<file path="config.mk">
export PLATFORM = sky130hd
export DESIGN_NAME = fb_scanout
export DESIGN_NICKNAME = d
export VERILOG_FILES = /design/src/rtl/display_pkg.sv /design/src/rtl/sync_delay.sv /design/src/rtl/fb_scanout.sv
export SDC_FILE = /design/constraint.sdc
export NUM_CORES = 1
export LEC_CHECK = 0
export CAP_MARGIN = 25
export CORE_UTILIZATION = 49
export DETAILED_ROUTE_END_ITERATION = 7
export GPL_TIMING_DRIVEN = 0
export PLACE_DENSITY_LB_ADDON = 0.08
export SETUP_SLACK_MARGIN = 0.02
export SLEW_MARGIN = 20
export SYNTH_ARGS = -nofsm -noshare
export SYNTH_HDL_FRONTEND = slang
export SYNTH_SLANG_ARGS = --single-unit
</file>
<file path="constraint.sdc">
create_clock -name clk_pix -period 2.4 [get_ports clk_pix]
set_input_delay 0.72 -clock clk_pix [delete_from_list [all_inputs] [get_ports clk_pix]]
set_output_delay 0.72 -clock clk_pix [all_outputs]
set_load 0.005 [all_outputs]
</file>
<file path="src/rtl/display_pkg.sv">
// Shared display constants and colour type used by the scan-out stage and the rasterizer.
package display_pkg;

  localparam int CORDW     = 16;
  localparam int COLRW     = 12;
  localparam int CHANW     = 4;
  localparam int FB_WIDTH  = 160;
  localparam int FB_HEIGHT = 120;

  localparam logic [COLRW-1:0] BG_COLR = 12'h137;

  typedef logic [11:0] colr_t;

endpackage

</file>
<file path="src/rtl/sync_delay.sv">
// Reset-cleared shift register that keeps sync and enable flags aligned with the colour read pipeline.
module sync_delay #(
  parameter int WIDTH = 4,
  parameter int DEPTH = 3
) (
  input  logic             clk,
  input  logic             rstn,
  input  logic [WIDTH-1:0] din,
  output logic [WIDTH-1:0] dout
);

  logic [WIDTH-1:0] stages [DEPTH];

  always_ff @(posedge clk or negedge rstn) begin
    if (!rstn) begin
      for (int i = 0; i < DEPTH; i++) stages[i] <= '0;
    end else begin
      stages[0] <= din;
      for (int i = 1; i < DEPTH; i++) stages[i] <= stages[i-1];
    end
  end

  assign dout = stages[DEPTH-1];

endmodule

</file>
<file path="src/rtl/fb_scanout.sv">
// Framebuffer scan-out: integer-upscaled read address generation plus sync/colour alignment
// for the final VGA register stage.
module fb_scanout #(
  parameter int CORDW       = display_pkg::CORDW,
  parameter int FB_WIDTH    = display_pkg::FB_WIDTH,
  parameter int FB_HEIGHT   = display_pkg::FB_HEIGHT,
  parameter int SCALE_SHIFT = 2,
  parameter int FB_ADDRW    = $clog2(FB_WIDTH * FB_HEIGHT),
  parameter int READ_LAT    = 2,
  parameter int COLRW       = display_pkg::COLRW,
  parameter logic [COLRW-1:0] BG_COLR = COLRW'(display_pkg::BG_COLR)
) (
  input  logic                    clk_pix,
  input  logic                    rstn,
  input  logic signed [CORDW-1:0] sx,
  input  logic signed [CORDW-1:0] sy,
  input  logic                    de,
  input  logic                    hsync,
  input  logic                    vsync,
  input  logic                    frame,
  output logic [FB_ADDRW-1:0]     fb_addr,
  output logic                    fb_read,
  input  logic [COLRW-1:0]        fb_colr,
  output logic                    out_hsync,
  output logic                    out_vsync,
  output logic                    out_de,
  output logic [COLRW-1:0]        out_colr
);

  import display_pkg::*;

  localparam int WIN_W = FB_WIDTH << SCALE_SHIFT;
  localparam int WIN_H = FB_HEIGHT << SCALE_SHIFT;
  localparam int SUBW  = (SCALE_SHIFT > 0) ? SCALE_SHIFT : 1;

  localparam logic signed [CORDW-1:0] WIN_W_S    = CORDW'(WIN_W);
  localparam logic signed [CORDW-1:0] WIN_H_S    = CORDW'(WIN_H);
  localparam logic signed [CORDW-1:0] WIN_LAST_X = CORDW'(WIN_W - 1);
  localparam logic [SUBW-1:0]         SUB_MAX    = SUBW'((1 << SCALE_SHIFT) - 1);
  localparam logic [FB_ADDRW-1:0]     ROW_STEP   = FB_ADDRW'(FB_WIDTH);

  logic                armed, armed_nx;
  logic [FB_ADDRW-1:0] addr_row, addr_row_nx;
  logic [FB_ADDRW-1:0] addr_cur, addr_cur_nx;
  logic [SUBW-1:0]     sub_x, sub_x_nx;
  logic [SUBW-1:0]     sub_y, sub_y_nx;
  logic                in_fb;
  logic                line_end;
  logic [3:0]          dly;

  // Sign bits reject blanking coordinates before the upper-bound compares.
  assign in_fb = armed && de
                 && !sx[CORDW-1] && (sx < WIN_W_S)
                 && !sy[CORDW-1] && (sy < WIN_H_S);
  assign line_end = (sx == WIN_LAST_X);

  always_comb begin
    armed_nx    = armed;
    addr_row_nx = addr_row;
    addr_cur_nx = addr_cur;
    sub_x_nx    = sub_x;
    sub_y_nx    = sub_y;
    if (frame) begin
      armed_nx    = 1'b1;
      addr_row_nx = '0;
      addr_cur_nx = '0;
      sub_x_nx    = '0;
      sub_y_nx    = '0;
    end else if (in_fb) begin
      if (line_end) begin
        // End of a screen line either repeats the fb row or steps to the next one.
        sub_x_nx = '0;
        if (sub_y == SUB_MAX) begin
          sub_y_nx    = '0;
          addr_row_nx = addr_row + ROW_STEP;
          addr_cur_nx = addr_row + ROW_STEP;
        end else begin
          sub_y_nx    = sub_y + 1'b1;
          addr_cur_nx = addr_row;
        end
      end else if (sub_x == SUB_MAX) begin
        sub_x_nx    = '0;
        addr_cur_nx = addr_cur + 1'b1;
      end else begin
        sub_x_nx = sub_x + 1'b1;
      end
    end
  end

  always_ff @(posedge clk_pix or negedge rstn) begin
    if (!rstn) begin
      armed    <= 1'b0;
      addr_row <= '0;
      addr_cur <= '0;
      sub_x    <= '0;
      sub_y    <= '0;
      fb_addr  <= '0;
      fb_read  <= 1'b0;
    end else begin
      armed    <= armed_nx;
      addr_row <= addr_row_nx;
      addr_cur <= addr_cur_nx;
      sub_x    <= sub_x_nx;
      sub_y    <= sub_y_nx;
      fb_read  <= in_fb;
      if (in_fb) fb_addr <= addr_cur;
    end
  end

  sync_delay #(
    .WIDTH (4),
    .DEPTH (READ_LAT + 1)
  ) u_sync_delay (
    .clk  (clk_pix),
    .rstn (rstn),
    .din  ({hsync, vsync, de, in_fb}),
    .dout (dly)
  );

  // Final register stage: colour arrives here exactly when the delayed flags do.
  always_ff @(posedge clk_pix or negedge rstn) begin
    if (!rstn) begin
      out_hsync <= 1'b0;
      out_vsync <= 1'b0;
      out_de    <= 1'b0;
      out_colr  <= '0;
    end else begin
      out_hsync <= dly[3];
      out_vsync <= dly[2];
      out_de    <= dly[1];
      if (!dly[1])     out_colr <= '0;
      else if (dly[0]) out_colr <= fb_colr;
      else             out_colr <= BG_COLR;
    end
  end

endmodule

</file>
==> run summary <==
Highest Clock Rate: 0.427 GHz
Post-Place Setup Slack: -0.713 ns
Synth cell types: 43
Clock buffer depth: 2
Final net count: 499
Filler cells: 498
Non-Filler Instances: 527
Leak: 2.12 nW
DRT iter0 DRCs: 271
Vias: 2969
FF/Latch Area: 1800 µm²
Placed Cells incl. Taps: 496
Reg2Reg Setup Slack: 0.19 ns
Slack of the critical path: 0.0601 ns
TritonRoute pass-1 iters: 7
WL/cell: 16.0 µm
First-pass GRT wire length: 13.7 mm
Layout cells sized above 1: 0.149
H-Tree Depth: 3
Top FF cell, synth: dfrtp_1
Max-cap violations: 0
Top cell family by delay on the critical path: simple AND/OR/NAND/NOR gates
CP max FO: 10
Antenna-violating nets left: 0
GRT Total Usage: 0.251
CP max stage cell: or4_4
Power, Total: 2.34 mW
Fin. Hold Viols: 0
Failing checks: design-rule violations
Clk_lat worst skew: 0.35 ns
Antenna violations before repair: 0
CTS sink count: 72
Synth area leaders: dfrtp_1 54%, nand2_1 6.5%, a21oi_1 4.2%, o21ai_1 2.2%, and3_1 1.9%
Reg clk slew, reported paths: 0.08 ns
Peak supply drop: 0.000345 V
Synth Net Count: 397
DPL Wire Length: 5.67 mm
Hold Buf Count CTS: 0
Final wirelength: 8.43 mm
RSZ-0062 raised after global routing: yes
Biggest cell delay along the critical path: 0.55 ns
Chip Height: 84.6 µm
PortBufs: 75
Grt ovf: 0
Yosys top cell area share: 0.539
CP required: 2.61 ns
Period utilisation layout: 0.975
Setup crit end kind: flip-flop
CTS Buf Count: 9
Worst r2r dst: addr_cur[14]
Mapped Cells: 343
CTS tree: done
Post-synth ARST share: 1.00
Final Skew: 0.00781 ns
Antenna Cells: 0
Setup CP Type: in2reg
Final setup viols: 0
Worst-path cell chain: clkbuf_2 > or4_4 > nor4_4 > buf_4 > buf_8 > buf_6 > a31oi_1 > o211ai_1 > o31ai_1
Die ar.: 7160 µm²
Final slew viol count: 0
Commonest cells in the netlist: 72 x dfrtp_1, 58 x nand2_1, 28 x a21oi_1
Number of global-route vias before repair: 2792
Ports: 81
Vias per inst: 5.63
Routability cong.: 0.852
Status: finished with violations
Syn avg cell area: 9.75 µm²
CP Launch Type: input port
CTS Root Cell: clkbuf_8
Std cell rows: 29
Worst relative slew slack: 0.628
PD cells: 506 nW/µm²
Remaining DRCs: 4
Finished Core Util: 0.716
Reg2Reg Depth: 7
Worst-Margin Slew: 0.558 ns
Yosys Warn Count: 0
CORE AREA: 6460 µm²
Number of buffers and inverters on the critical path: 4
Mapped Area: 3340 µm²
Hold WC Path Type: in2async
Count of state elements after synthesis: 72
Initial Util: 0.518
Multi-input logic area: 1490 µm²
Area Overhead vs Synth: 38.3%
Top-count cell post-synth: dfrtp_1
Min Tclk post-route: 2.34 ns
Final TNS setup: 0 ns
Die width: 84.6 µm
Largest net degree at the start of global routing: 38
Seq/Total Area, Yosys: 0.539
Post-synth top area cell: dfrtp_1
Number of synthesized flops with an enable pin: 0
Arr. time, crit path: 2.55 ns
R2r startpoint: sub_y[0]
==> worst register-to-register path: stages, from the launching register on <==
cell and delay [ns]:
dfrtp_1 0.37, ha_1 0.14, buf_2 0.22, nand3_1 0.13
or4b_2 0.68, xnor2_1 0.22, mux2i_1 0.12, o31ai_1 0.24
==> worst max path at each step <==
stage	depth (start not counted)	startpoint	end	slack, ns
after floorplan	6	sx[7]	addr_row[8]	-0.005
after global placement	1	rstn	sub_y[0]	-1.83
after detailed placement	9	sy[15]	sub_x[1]	-0.71
after CTS	8	sx[11]	addr_row[8]	0.03
after global routing	9	sx[5]	addr_cur[14]	-0.01
final	9	sx[15]	addr_cur[14]	0.06
==> cells by family (layout without fill, tap and decap cells) <==
logic type               Yosys count  after routing  synth area share
multiplexers                       3              3           0.00898
buffers and inverters             30            136            0.0389
XOR/XNOR                          10             10            0.0262
flip-flops                        72             72             0.539
AO/OA/AOI/OAI                     76             76             0.134
AND/OR/NAND/NOR                  148            149             0.239
adder cells (fa/ha/maj)            4              4            0.0150
==> registers in the layout (all words and copies together), names as in the netlist <==
signal	cells
fb_addr	15
out_hsync	1
u_sync_delay.stages	8
armed	1
addr_row	10
u_sync_delay.dout	4
out_vsync	1
out_de	1
addr_cur	15
sub_x	2
out_colr	12
sub_y	2
==> layer usage <==
layer / part of all wire / vias up / global-route usage
li1: - / 1423 / -
met1: 0.44 / 1409 / 0.335
met2: 0.47 / 116 / 0.392
met3: 0.061 / 21 / 0.0659
met4: 0.024 / 0 / 0.100
met5: 0 / - / 0
==> what timing repair did <==
action,4_1_cts,5_1_grt
buffers inserted,12,1
pin swaps,9,10
resized for setup,27,21
setup endpoints to repair,45,24
cloned,1,1
==> cells in the final DEF (no fill, tap or decap), drive strengths merged, types with 11 or more instances in the layout <==
cell            n
buf            26
nand4          11
o21ai          23
nor2           13
nand2          58
nand3          12
dfrtp          72
a21oi          28
clkbuf         28
clkdlybuf4s50  61
==> where the power goes <==
group	internal [mW]	total, mW	leakage [nW]	switching [mW]
Combinational	0.0845	0.147	1.06	0.0626
Clock	0.518	0.961	0.102	0.443
Sequential	1.23	1.23	0.959	0.00429
Total	1.83	2.34	2.12	0.510
==> final cells by class <==
class	instances	share of cell area
timing repair buffer	90	0.188
clock buffer	15	0.0425
multi-input combinational	242	0.322
clock inverter	1	0.00162
tap	77	0.0208
buffer	20	0.0273
inverter	10	0.00811
sequential	72	0.390
==> through the flow <==
stage	hold WS, ns	instance area, µm²
after floorplan	0.331	3370
after global placement	0.333	4220
after detailed placement	0.335	4240
after CTS	0.337	4570
after global routing	0.351	4630
final	0.332	4630
No activity file was read; power rests on OpenSTA's default activity.
